===== config.mk =====
export PLATFORM = sky130hd
export DESIGN_NAME = led_blink_multi
export DESIGN_NICKNAME = d
export VERILOG_FILES = /design/src/rtl/led_blink_pkg.sv /design/src/rtl/led_blink_multi_btn_debounce.sv /design/src/rtl/led_blink_multi.sv
export SDC_FILE = /design/constraint.sdc
export NUM_CORES = 1
export LEC_CHECK = 0
export ABC_AREA = 1
export CELL_PAD_IN_SITES_DETAIL_PLACEMENT = 1
export CELL_PAD_IN_SITES_GLOBAL_PLACEMENT = 1
export CORE_MARGIN = 2
export CORE_UTILIZATION = 40
export CTS_CLUSTER_DIAMETER = 30
export CTS_CLUSTER_SIZE = 16
export DETAILED_ROUTE_END_ITERATION = 8
export DONT_BUFFER_PORTS = 1
export GPL_TIMING_DRIVEN = 0
export PLACE_DENSITY = 0.82
export SYNTH_ARGS = -nofsm -noshare
export SYNTH_HDL_FRONTEND = slang
export SYNTH_SLANG_ARGS = --single-unit

===== constraint.sdc =====
create_clock -name sysclk -period 4.05 [get_ports sysclk]
set_clock_uncertainty 0.2 [all_clocks]
set_input_delay 0.2025 -clock sysclk [delete_from_list [all_inputs] [get_ports sysclk]]
set_output_delay 0.2025 -clock sysclk [all_outputs]
set_load 0.02 [all_outputs]

===== src/rtl/led_blink_pkg.sv =====
// led_blink_pkg: shared constants, half-period type and saturating arithmetic for led_blink_multi
// Contents:
//   CLK_HZ, TICKS_PER_MS  board clock and ticks per millisecond
//   half_t                half-period register type at the default counter width
//   sat_add / sat_sub     64-bit saturating add/sub; one extra carry bit catches wrap
package led_blink_pkg;

    localparam int CLK_HZ       = 12_000_000;
    localparam int TICKS_PER_MS = CLK_HZ / 1000;
    localparam int DEF_CNT_W    = 32;

    typedef logic [DEF_CNT_W-1:0] half_t;

    // min(v + s, hi); the sum is formed one bit wider so it can never wrap
    function automatic logic [63:0] sat_add(input logic [63:0] v, input logic [63:0] s,
                                            input logic [63:0] hi);
        logic [64:0] w_sum;
        w_sum = {1'b0, v} + {1'b0, s};
        return (w_sum > {1'b0, hi}) ? hi : w_sum[63:0];
    endfunction

    // max(v - s, lo); compares v against s + lo so no negative value is ever formed
    function automatic logic [63:0] sat_sub(input logic [63:0] v, input logic [63:0] s,
                                            input logic [63:0] lo);
        return ({1'b0, v} < ({1'b0, s} + {1'b0, lo})) ? lo : v - s;
    endfunction

endpackage


===== src/rtl/led_blink_multi_btn_debounce.sv =====
// btn_debounce: synchronise, debounce and edge-detect one raw push-button
// Ports:
//   sysclk  in   system clock
//   rst_n   in   asynchronous active-low reset
//   raw     in   raw asynchronous button level
//   level   out  debounced button level
//   press   out  one-cycle pulse on an accepted rising level
module btn_debounce #(
    parameter int DEB_TICKS = 120_000
) (
    input  logic sysclk,
    input  logic rst_n,
    input  logic raw,
    output logic level,
    output logic press
);

    localparam int DW = $clog2(DEB_TICKS + 1);

    logic [1:0]    r_sync;
    logic [DW-1:0] r_cnt;
    logic          r_level;
    logic          r_prev;
    logic          r_press;

    // r_cnt counts consecutive synchronised samples that disagree with r_level;
    // any sample that agrees again restarts the count from zero
    always_ff @(posedge sysclk or negedge rst_n) begin
        if (!rst_n) begin
            r_sync  <= '0;
            r_cnt   <= '0;
            r_level <= 1'b0;
            r_prev  <= 1'b0;
            r_press <= 1'b0;
        end else begin
            r_sync  <= {r_sync[0], raw};
            r_prev  <= r_level;
            r_press <= r_level & ~r_prev;
            if (r_sync[1] == r_level) begin
                r_cnt <= '0;
            end else if (r_cnt == DW'(DEB_TICKS - 1)) begin
                r_level <= r_sync[1];
                r_cnt   <= '0;
            end else begin
                r_cnt <= r_cnt + DW'(1);
            end
        end
    end

    assign level = r_level;
    assign press = r_press;

endmodule


===== src/rtl/led_blink_multi.sv =====
// led_blink_multi: multi-channel LED blinker with button-adjustable half-periods
// Ports:
//   sysclk  in   12 MHz system clock
//   rst_n   in   asynchronous active-low reset
//   btn     in   raw buttons; [0] shortens, [1] lengthens the selected half-period
//   ch_sel  in   channel receiving adjustments (out-of-range values ignored)
//   sync    in   restart every channel with its LED low
//   led     out  LED outputs, one per channel
//   half_q  out  half-period of the channel addressed by ch_sel, 0 if out of range
module led_blink_multi
    import led_blink_pkg::*;
#(
    parameter int              N_CH         = 2,
    parameter int              CNT_W        = 32,
    parameter longint unsigned HALF_DEFAULT = 6_000_000,
    parameter longint unsigned HALF_MIN     = 2,
    parameter longint unsigned HALF_MAX     = (64'd1 << CNT_W) - 64'd1,
    parameter longint unsigned STEP         = TICKS_PER_MS,
    parameter int              DEB_TICKS    = 120_000,
    localparam int             SEL_W        = (N_CH > 1) ? $clog2(N_CH) : 1
) (
    input  logic             sysclk,
    input  logic             rst_n,
    input  logic [1:0]       btn,
    input  logic [SEL_W-1:0] ch_sel,
    input  logic             sync,
    output logic [N_CH-1:0]  led,
    output logic [CNT_W-1:0] half_q
);

    logic [1:0]       w_press;
    logic [1:0]       w_level_unused;
    logic             w_dn;
    logic             w_up;
    logic [CNT_W-1:0] w_half [N_CH];

    btn_debounce #(.DEB_TICKS(DEB_TICKS)) u_btn_dn (
        .sysclk (sysclk),
        .rst_n  (rst_n),
        .raw    (btn[0]),
        .level  (w_level_unused[0]),
        .press  (w_press[0])
    );

    btn_debounce #(.DEB_TICKS(DEB_TICKS)) u_btn_up (
        .sysclk (sysclk),
        .rst_n  (rst_n),
        .raw    (btn[1]),
        .level  (w_level_unused[1]),
        .press  (w_press[1])
    );

    // simultaneous presses cancel out
    assign w_dn = w_press == 2'b01;
    assign w_up = w_press == 2'b10;

    for (genvar g = 0; g < N_CH; g++) begin : g_ch
        logic [CNT_W-1:0] r_cnt;
        logic [CNT_W-1:0] r_half;
        logic             r_led;
        logic             w_sel;
        logic             w_wrap;

        assign w_sel  = 32'(ch_sel) == g;
        // cnt >= half - 1, evaluated one bit wider so half = 0 cannot underflow
        assign w_wrap = ({1'b0, r_cnt} + {{CNT_W{1'b0}}, 1'b1}) >= {1'b0, r_half};

        always_ff @(posedge sysclk or negedge rst_n) begin
            if (!rst_n) begin
                r_cnt  <= '0;
                r_led  <= 1'b0;
                r_half <= CNT_W'(HALF_DEFAULT);
            end else begin
                if (sync) begin
                    r_cnt <= '0;
                    r_led <= 1'b0;
                end else if (w_wrap) begin
                    r_cnt <= '0;
                    r_led <= ~r_led;
                end else begin
                    r_cnt <= r_cnt + CNT_W'(1);
                end
                if (w_sel && w_dn)
                    r_half <= CNT_W'(sat_sub(64'(r_half), STEP, HALF_MIN));
                else if (w_sel && w_up)
                    r_half <= CNT_W'(sat_add(64'(r_half), STEP, HALF_MAX));
            end
        end

        assign led[g]    = r_led;
        assign w_half[g] = r_half;
    end

    assign half_q = (32'(ch_sel) < N_CH) ? w_half[ch_sel] : '0;

endmodule

==> results of run 1 <==
==> worst max-delay path: stages, from the launching register on <==
cell and delay (ps):
dfrtp_1 360, buf_4 120, inv_1 40, nor2_2 160
nand3_2 130, nor2_4 170, nand3_4 120, nor3_1 340
nand3_1 170, xor2_1 290, inv_1 120, ha_1 360
nand2_4 80, nor4_4 290, inv_2 70, nor3_4 250
nand3b_1 160, inv_2 100, nor2_4 50, nand3_4 140
buf_6 160, nor2_1 50
==> path summary, 6_finish.rpt <==
| check | from | to | slack, ps | depth (start not counted) |
|---|---|---|---|---|
| max in group asynchronous | rst_n | g_ch[0].r_half[10] | 4070 | 0 |
| worst min-delay path | rst_n | g_ch[0].r_cnt[28] | -780 | 0 |
| worst min register to register | u_btn_dn.r_sync[0] | u_btn_dn.r_sync[1] | 150 | 0 |
| min in group sysclk | btn[0] | u_btn_dn.r_sync[0] | 90 | 1 |
| worst max register to register | g_ch[1].r_cnt[0] | g_ch[1].r_cnt[12] | -40 | 21 |
| worst max-delay path | g_ch[1].r_cnt[0] | g_ch[1].r_cnt[12] | -40 | 21 |
==> per-layer routing <==
metal  up-vias  track usage, %  part of all wire (%)  wire length, um
met3        94            4.93                   5.9             3250
met4         0            10.4                   2.9             1600
li1       6899               -                     -                -
met2       463            47.8                    47            25500
met1      7338            39.2                    44            24300
met5         -               0                     0                0
==> cells by family after synthesis <==
| logic type | synth area share, % |
|---|---|
| xor gates and xnor gates | 5.23 |
| and+or+nand+nor | 38.3 |
| adders and majority gates | 6.66 |
| DFF | 30.4 |
| buffers and inverters | 9.58 |
| muxes | 0.0810 |
| AOI/OAI and AO/OA | 9.74 |
==> stage by stage <==
| step | setup TNS, ps | std cells | cell area (sq um) | total power (W) | hold slack [ps] |
|---|---|---|---|---|---|
| floorplan | 0 | 2084 | 13900 | 0.00181 | -293 |
| finish | -521 | 2621 | 16100 | 0.00366 | -776 |
| detailed placement | -22480 | 2539 | 14500 | 0.00185 | -285 |
| global placement | -13850 | 2539 | 14500 | 0.00184 | -285 |
| global route | -12260 | 2621 | 16100 | 0.00376 | -794 |
| CTS | -33.4 | 2588 | 15400 | 0.00367 | -798 |
==> what timing repair did <==
action                                 4_1_cts  5_1_grt
resized for setup                           33       97
gates cloned                                 2        2
buffers inserted                            12       31
setup endpoints to repair                   65       66
endpoints found under the hold margin      174      168
pin swaps                                   10       43
==> Yosys cell counts, types with 15 or more instances <==
cell type	number	area, sq um
nand2_1	514	1930
nor2_1	294	1100
inv_1	233	875
dfrtp_1	148	3700
nand3_1	146	731
a21oi_1	117	586
o21ai_0	94	470
ha_1	74	926
xor2_1	64	561
nand4_1	56	350
nor3_1	42	210
buf_2	28	140
nand2_2	23	144
clkbuf_1	22	82.6
dfstp_2	20	526
inv_2	19	71.3
nor3b_1	19	143
nor4_1	19	119
xnor2_1	19	166
nor2_2	18	113
o22ai_1	15	93.8
==> flip-flops by register name (all words and copies together), names as in the netlist <==
signal / flops
u_btn_dn.level: 1
u_btn_up.press: 1
u_btn_up.level: 1
u_btn_up.r_cnt: 17
g_ch.r_led: 2
u_btn_up.r_sync: 2
g_ch.r_cnt: 64
u_btn_dn.r_prev: 1
u_btn_dn.press: 1
g_ch.r_half: 58
u_btn_dn.r_sync: 2
u_btn_dn.r_cnt: 17
u_btn_up.r_prev: 1
==> power groups by stage <==
stage	logic (W)	clock network (W)	registers, W
2_1_floorplan	0.0000823	0	0.00173
3_3_place_gp	0.000111	0	0.00173
3_5_place_dp	0.000116	0	0.00173
4_1_cts	0.000130	0.00184	0.00170
5_1_grt	0.000159	0.00189	0.00170
6_report	0.000145	0.00181	0.00170
==> cell type report <==
type / instances / area [sq um] / area share [%]
well taps: 455 / 569 / 3.54
multi-input cells: 1591 / 8890 / 55.2
inverters: 257 / 966 / 6.00
plain buffers: 68 / 398 / 2.47
clock buffers: 18 / 439 / 2.73
clock inverters: 14 / 179 / 1.11
repair buffers: 50 / 429 / 2.67
flip-flops and latches: 168 / 4230 / 26.3
==> results.cfg, run 1 <==
[layout]
nFillCells = 4521
layout_common_cells = nand2_1 (504), nor2_1 (276), inv_1 (225)
fin_util_pct = 46.8
area_growth_syn_to_layout_pct = 15.9
layout_commonest_cell = nand2_1
diodes = 0
nets = 2233
drive_gt1_share_pct = 15.0

[setup_path]
worstSetupPathType = flop to flop
worstPathRequired_ps = 4200
crit_path_end_kind = flop
arrival_ps = 4240
critPathLaunchType = flop
path_max_fanout = 7

[synth]
synth.avg_cell_area_sq_um = 6.67
synth-edff-count = 0
ys_async_sr_fraction_pct = 100
syn_inst = 2084
synth.net_count = 2164
synth-seq-area-share_pct = 30.4
ys_types = 51
synthFlopType = dfrtp_1
yosysWarnings = 0
synth-seq-cells = 168
synth_area_sq_um = 13900

[sta]
fin_crit_sh_pct = 101
finalSetupViolations = 26
max_freq_mhz = 244
grt_setup_unrepaired = true
fin_hold_ws_ps = -776
hold_viol = 168
timing.final.ws_setup_ps = -42.3
maxSlewViolCount = 0
maxSlewHeadroom_pct = 17.0
period_needed_ps = 4090
worstMarginPinSlew_ps = 1230

[detailed_routing]
vias_per_cell = 5.64
drc = 0
firstDrtPassIters = 5
ant_nets = 0
routed_wl_mm = 54.7
drt_iter0_drc = 968
num_vias = 14794
avgRoutedWirePerCell_um = 20.9

[clocking]
cts_made_buffers = 17
hold_buffers = 3
cts_sinks = 168
worstSkewPairLatency_ps = 480
clkTransAtPathRegs_ps = 80
htree_levels = 4
cts_tree = done
cts_root_buffer = clkbuf_16
clock_path_buffers = 2

[power_and_ir_drop]
ir_worst_vdd_v = 0.000326
power.internal_w = 0.00269
clockPowerShare_pct = 49.5
powerDensity_nw_per_um2 = 227
switching_share_pct = 26.4
switchingPower_w = 0.000964
p_leak_nw = 7.78
seq_power_share_pct = 46.5
power_frac_comb_pct = 4.0

[global_route]
grt_pass1_vias = 14921
grt_usage_pct = 29.4
antenna_found_initial = 0
overflow = 0
grt_max_degree = 169
grt_pass1_wl_mm = 82.4

[run]
maxCapViolations = 0

[placed_design]
numPortBuffers = 0
dp_slack_ps = -616
hpwl_mm = 40.2
gp_congestion = 0.938

[floorplan]
core_sq_um = 34400
pin_count = 40
start_util_pct = 40.4
fp.dieW_um = 190
die_area_sq_um = 36200
die_h_um = 190
rows = 68

[status]
failed_checks = hold timing, setup timing
status = complete, but fails checks

[hold_path]
hp-class = input port to async pin
Power figures use the tool's default switching activity.
==> inputs of run 2 (changes only) <==
--- a/config.mk
+++ b/config.mk
@@ -9,13 +9,13 @@
 export CELL_PAD_IN_SITES_DETAIL_PLACEMENT = 1
 export CELL_PAD_IN_SITES_GLOBAL_PLACEMENT = 1
 export CORE_MARGIN = 2
-export CORE_UTILIZATION = 40
+export CORE_UTILIZATION = 45
 export CTS_CLUSTER_DIAMETER = 30
 export CTS_CLUSTER_SIZE = 16
 export DETAILED_ROUTE_END_ITERATION = 8
 export DONT_BUFFER_PORTS = 1
 export GPL_TIMING_DRIVEN = 0
-export PLACE_DENSITY = 0.82
+export PLACE_DENSITY = 0.89
 export SYNTH_ARGS = -nofsm -noshare
 export SYNTH_HDL_FRONTEND = slang
 export SYNTH_SLANG_ARGS = --single-unit
==> results.cfg, run 2 (synthesis gave the netlist of run 1 again) <==
[status]
status = complete, but fails checks
failed_checks = hold timing, setup timing

[floorplan]
die_area_sq_um = 32300
start_util_pct = 45.5
die_h_um = 180
pin_count = 40
core_sq_um = 30500
rows = 64
fp.dieW_um = 180

[detailed_routing]
num_vias = 15506
ant_nets = 0
route.met2.wl_mm = 27.9
avgRoutedWirePerCell_um = 22.9
drt_iter0_drc = 1536
vias_per_cell = 6.05
met1_length_mm = 24.4
dr_wl_met3_mm = 4.16
routed_wl_mm = 58.8
firstDrtPassIters = 5
drc = 0
dr.max_layer_used = met5

[layout]
area_growth_syn_to_layout_pct = 15.4
nets = 2234
layout_commonest_cell = nand2_1
fin_util_pct = 52.5
top_register = g_ch.r_cnt
reg.largest.list = g_ch.r_cnt: 64 flops, g_ch.r_half: 58 flops
multiInputGateArea_sq_um = 8920
layout_common_cells = nand2_1 (504), nor2_1 (264), inv_1 (231)
diodes = 0
nFillCells = 3974
largest_reg_flops = 64
drive_gt1_share_pct = 15.1
regArea_sq_um = 4230

[global_route]
grt_pass1_wl_mm = 84.6
grt_usage_pct = 33.0
grt_max_degree = 169
antenna_found_initial = 1
grt_pass1_vias = 15557
overflow = 0

[sta]
maxSlewViolCount = 0
worstMarginPinSlew_ps = 1260
hold_viol = 168
grt_setup_unrepaired = true
tns_ps = -12680
maxSlewHeadroom_pct = 15.1
fin_hold_ws_ps = -780
period_needed_ps = 4430
max_freq_mhz = 226
finalSetupViolations = 64
fin_crit_sh_pct = 109
timing.final.ws_setup_ps = -375

[setup_path]
worstSetupPathType = flop to flop
critPathSlowestCell = dfrtp_1
arrival_ps = 4620
path_max_fanout = 7
worstReg2RegEnd = g_ch[0].r_cnt[28]
reg2regPathDepth = 25
rr_startpoint = g_ch[0].r_cnt[0]
critPathLaunchType = flop
crit_path_end_kind = flop
r2r_setup_slack_ps = -380
max_stage_delay_ps = 410
path_common_cell = nor2_4
worstPathRequired_ps = 4240

[clocking]
cts_made_buffers = 17
cts_root_buffer = clkbuf_16
clock_path_buffers = 2
hold_buffers = 3
cts_sinks = 168
clkTransAtPathRegs_ps = 80
htree_levels = 4
cts_tree = done
worstSkewPairLatency_ps = 470

[power_and_ir_drop]
powerDensity_nw_per_um2 = 222
p_leak_nw = 7.76
ir_worst_vdd_v = 0.000269

[placed_design]
hpwl_mm = 39.0
gp_congestion = 0.946
numPortBuffers = 0

[hold_path]
hp-class = input port to async pin

[run]
maxCapViolations = 0
[run 2: cell count changes in the layout (fill, tap and decap cells not counted), sizes merged]
cell,delta
clkinvlp,+2
buf,+1
bufinv,-1
clkinv,-1
[run 2: cell type report]
class / count / share of cell area, %
tap: 396 / 3.09
sequential: 168 / 26.4
multi-input combinational: 1591 / 55.6
timing repair buffer: 51 / 2.80
buffer: 68 / 2.48
clock buffer: 18 / 2.74
inverter: 257 / 6.03
clock inverter: 14 / 0.843
[run 2: repair_timing]
action | 4_1_cts | 5_1_grt
setup endpoints to repair | 66 | 66
hold endpoints to repair | 172 | 168
gates resized for setup | 41 | 96
gates cloned | 2 | 2
buffers inserted | 15 | 29
pin swaps | 11 | 41
[run 2: stage by stage]
step                      instance area [sq um]  hold WS [ps]  setup WS, ps  cells  power (W)
after global routing                      16000          -787          -493   2563    0.00365
after detailed placement                  14400          -284          -586   2480    0.00185
after floorplan                           13900          -293           436   2084    0.00181
after global placement                    14400          -285          -389   2480    0.00184
final                                     16000          -780          -375   2563    0.00357
after CTS                                 15300          -784          2.39   2532    0.00353
[run 2: where the power goes]
group | total (W) | internal (W) | leakage (nW) | switching (W)
sequential | 0.00170 | 0.00169 | 2.18 | 0.0000121
clock | 0.00171 | 0.000878 | 0.276 | 0.000829
combinational | 0.000156 | 0.0000529 | 5.30 | 0.000103
total | 0.00357 | 0.00262 | 7.76 | 0.000944
[run 2: critical path: cells and delay by family, from the launching register on]
family,cells,cell delay [ps]
xor gates and xnor gates,1,170
adders and majority gates,2,460
buffers and inverters,4,620
DFF,1,410
AOI/OAI and AO/OA,3,270
and+or+nand+nor,15,2200
[run 2: how the worst max path moves through the flow]
stage | slack (ps) | from | depth (start not counted) | to
6_report | -380 | g_ch[0].r_cnt[0] | 25 | g_ch[0].r_cnt[28]
2_1_floorplan | 440 | g_ch[1].r_cnt[0] | 23 | g_ch[1].r_cnt[19]
4_1_cts | 2 | g_ch[0].r_cnt[0] | 21 | g_ch[0].r_cnt[13]
3_3_place_gp | -390 | g_ch[1].r_cnt[0] | 23 | g_ch[1].r_cnt[6]
3_5_place_dp | -590 | g_ch[1].r_cnt[0] | 23 | g_ch[1].r_cnt[6]
5_1_grt | -490 | g_ch[0].r_cnt[0] | 23 | g_ch[0].r_cnt[28]
[run 2: layer usage]
| metal | global-route usage, % | up-vias |
|---|---|---|
| met5 | 0 | - |
| met4 | 12.4 | 2 |
| met3 | 5.57 | 182 |
| met2 | 54.8 | 706 |
| met1 | 43.3 | 7711 |
| li1 | - | 6905 |
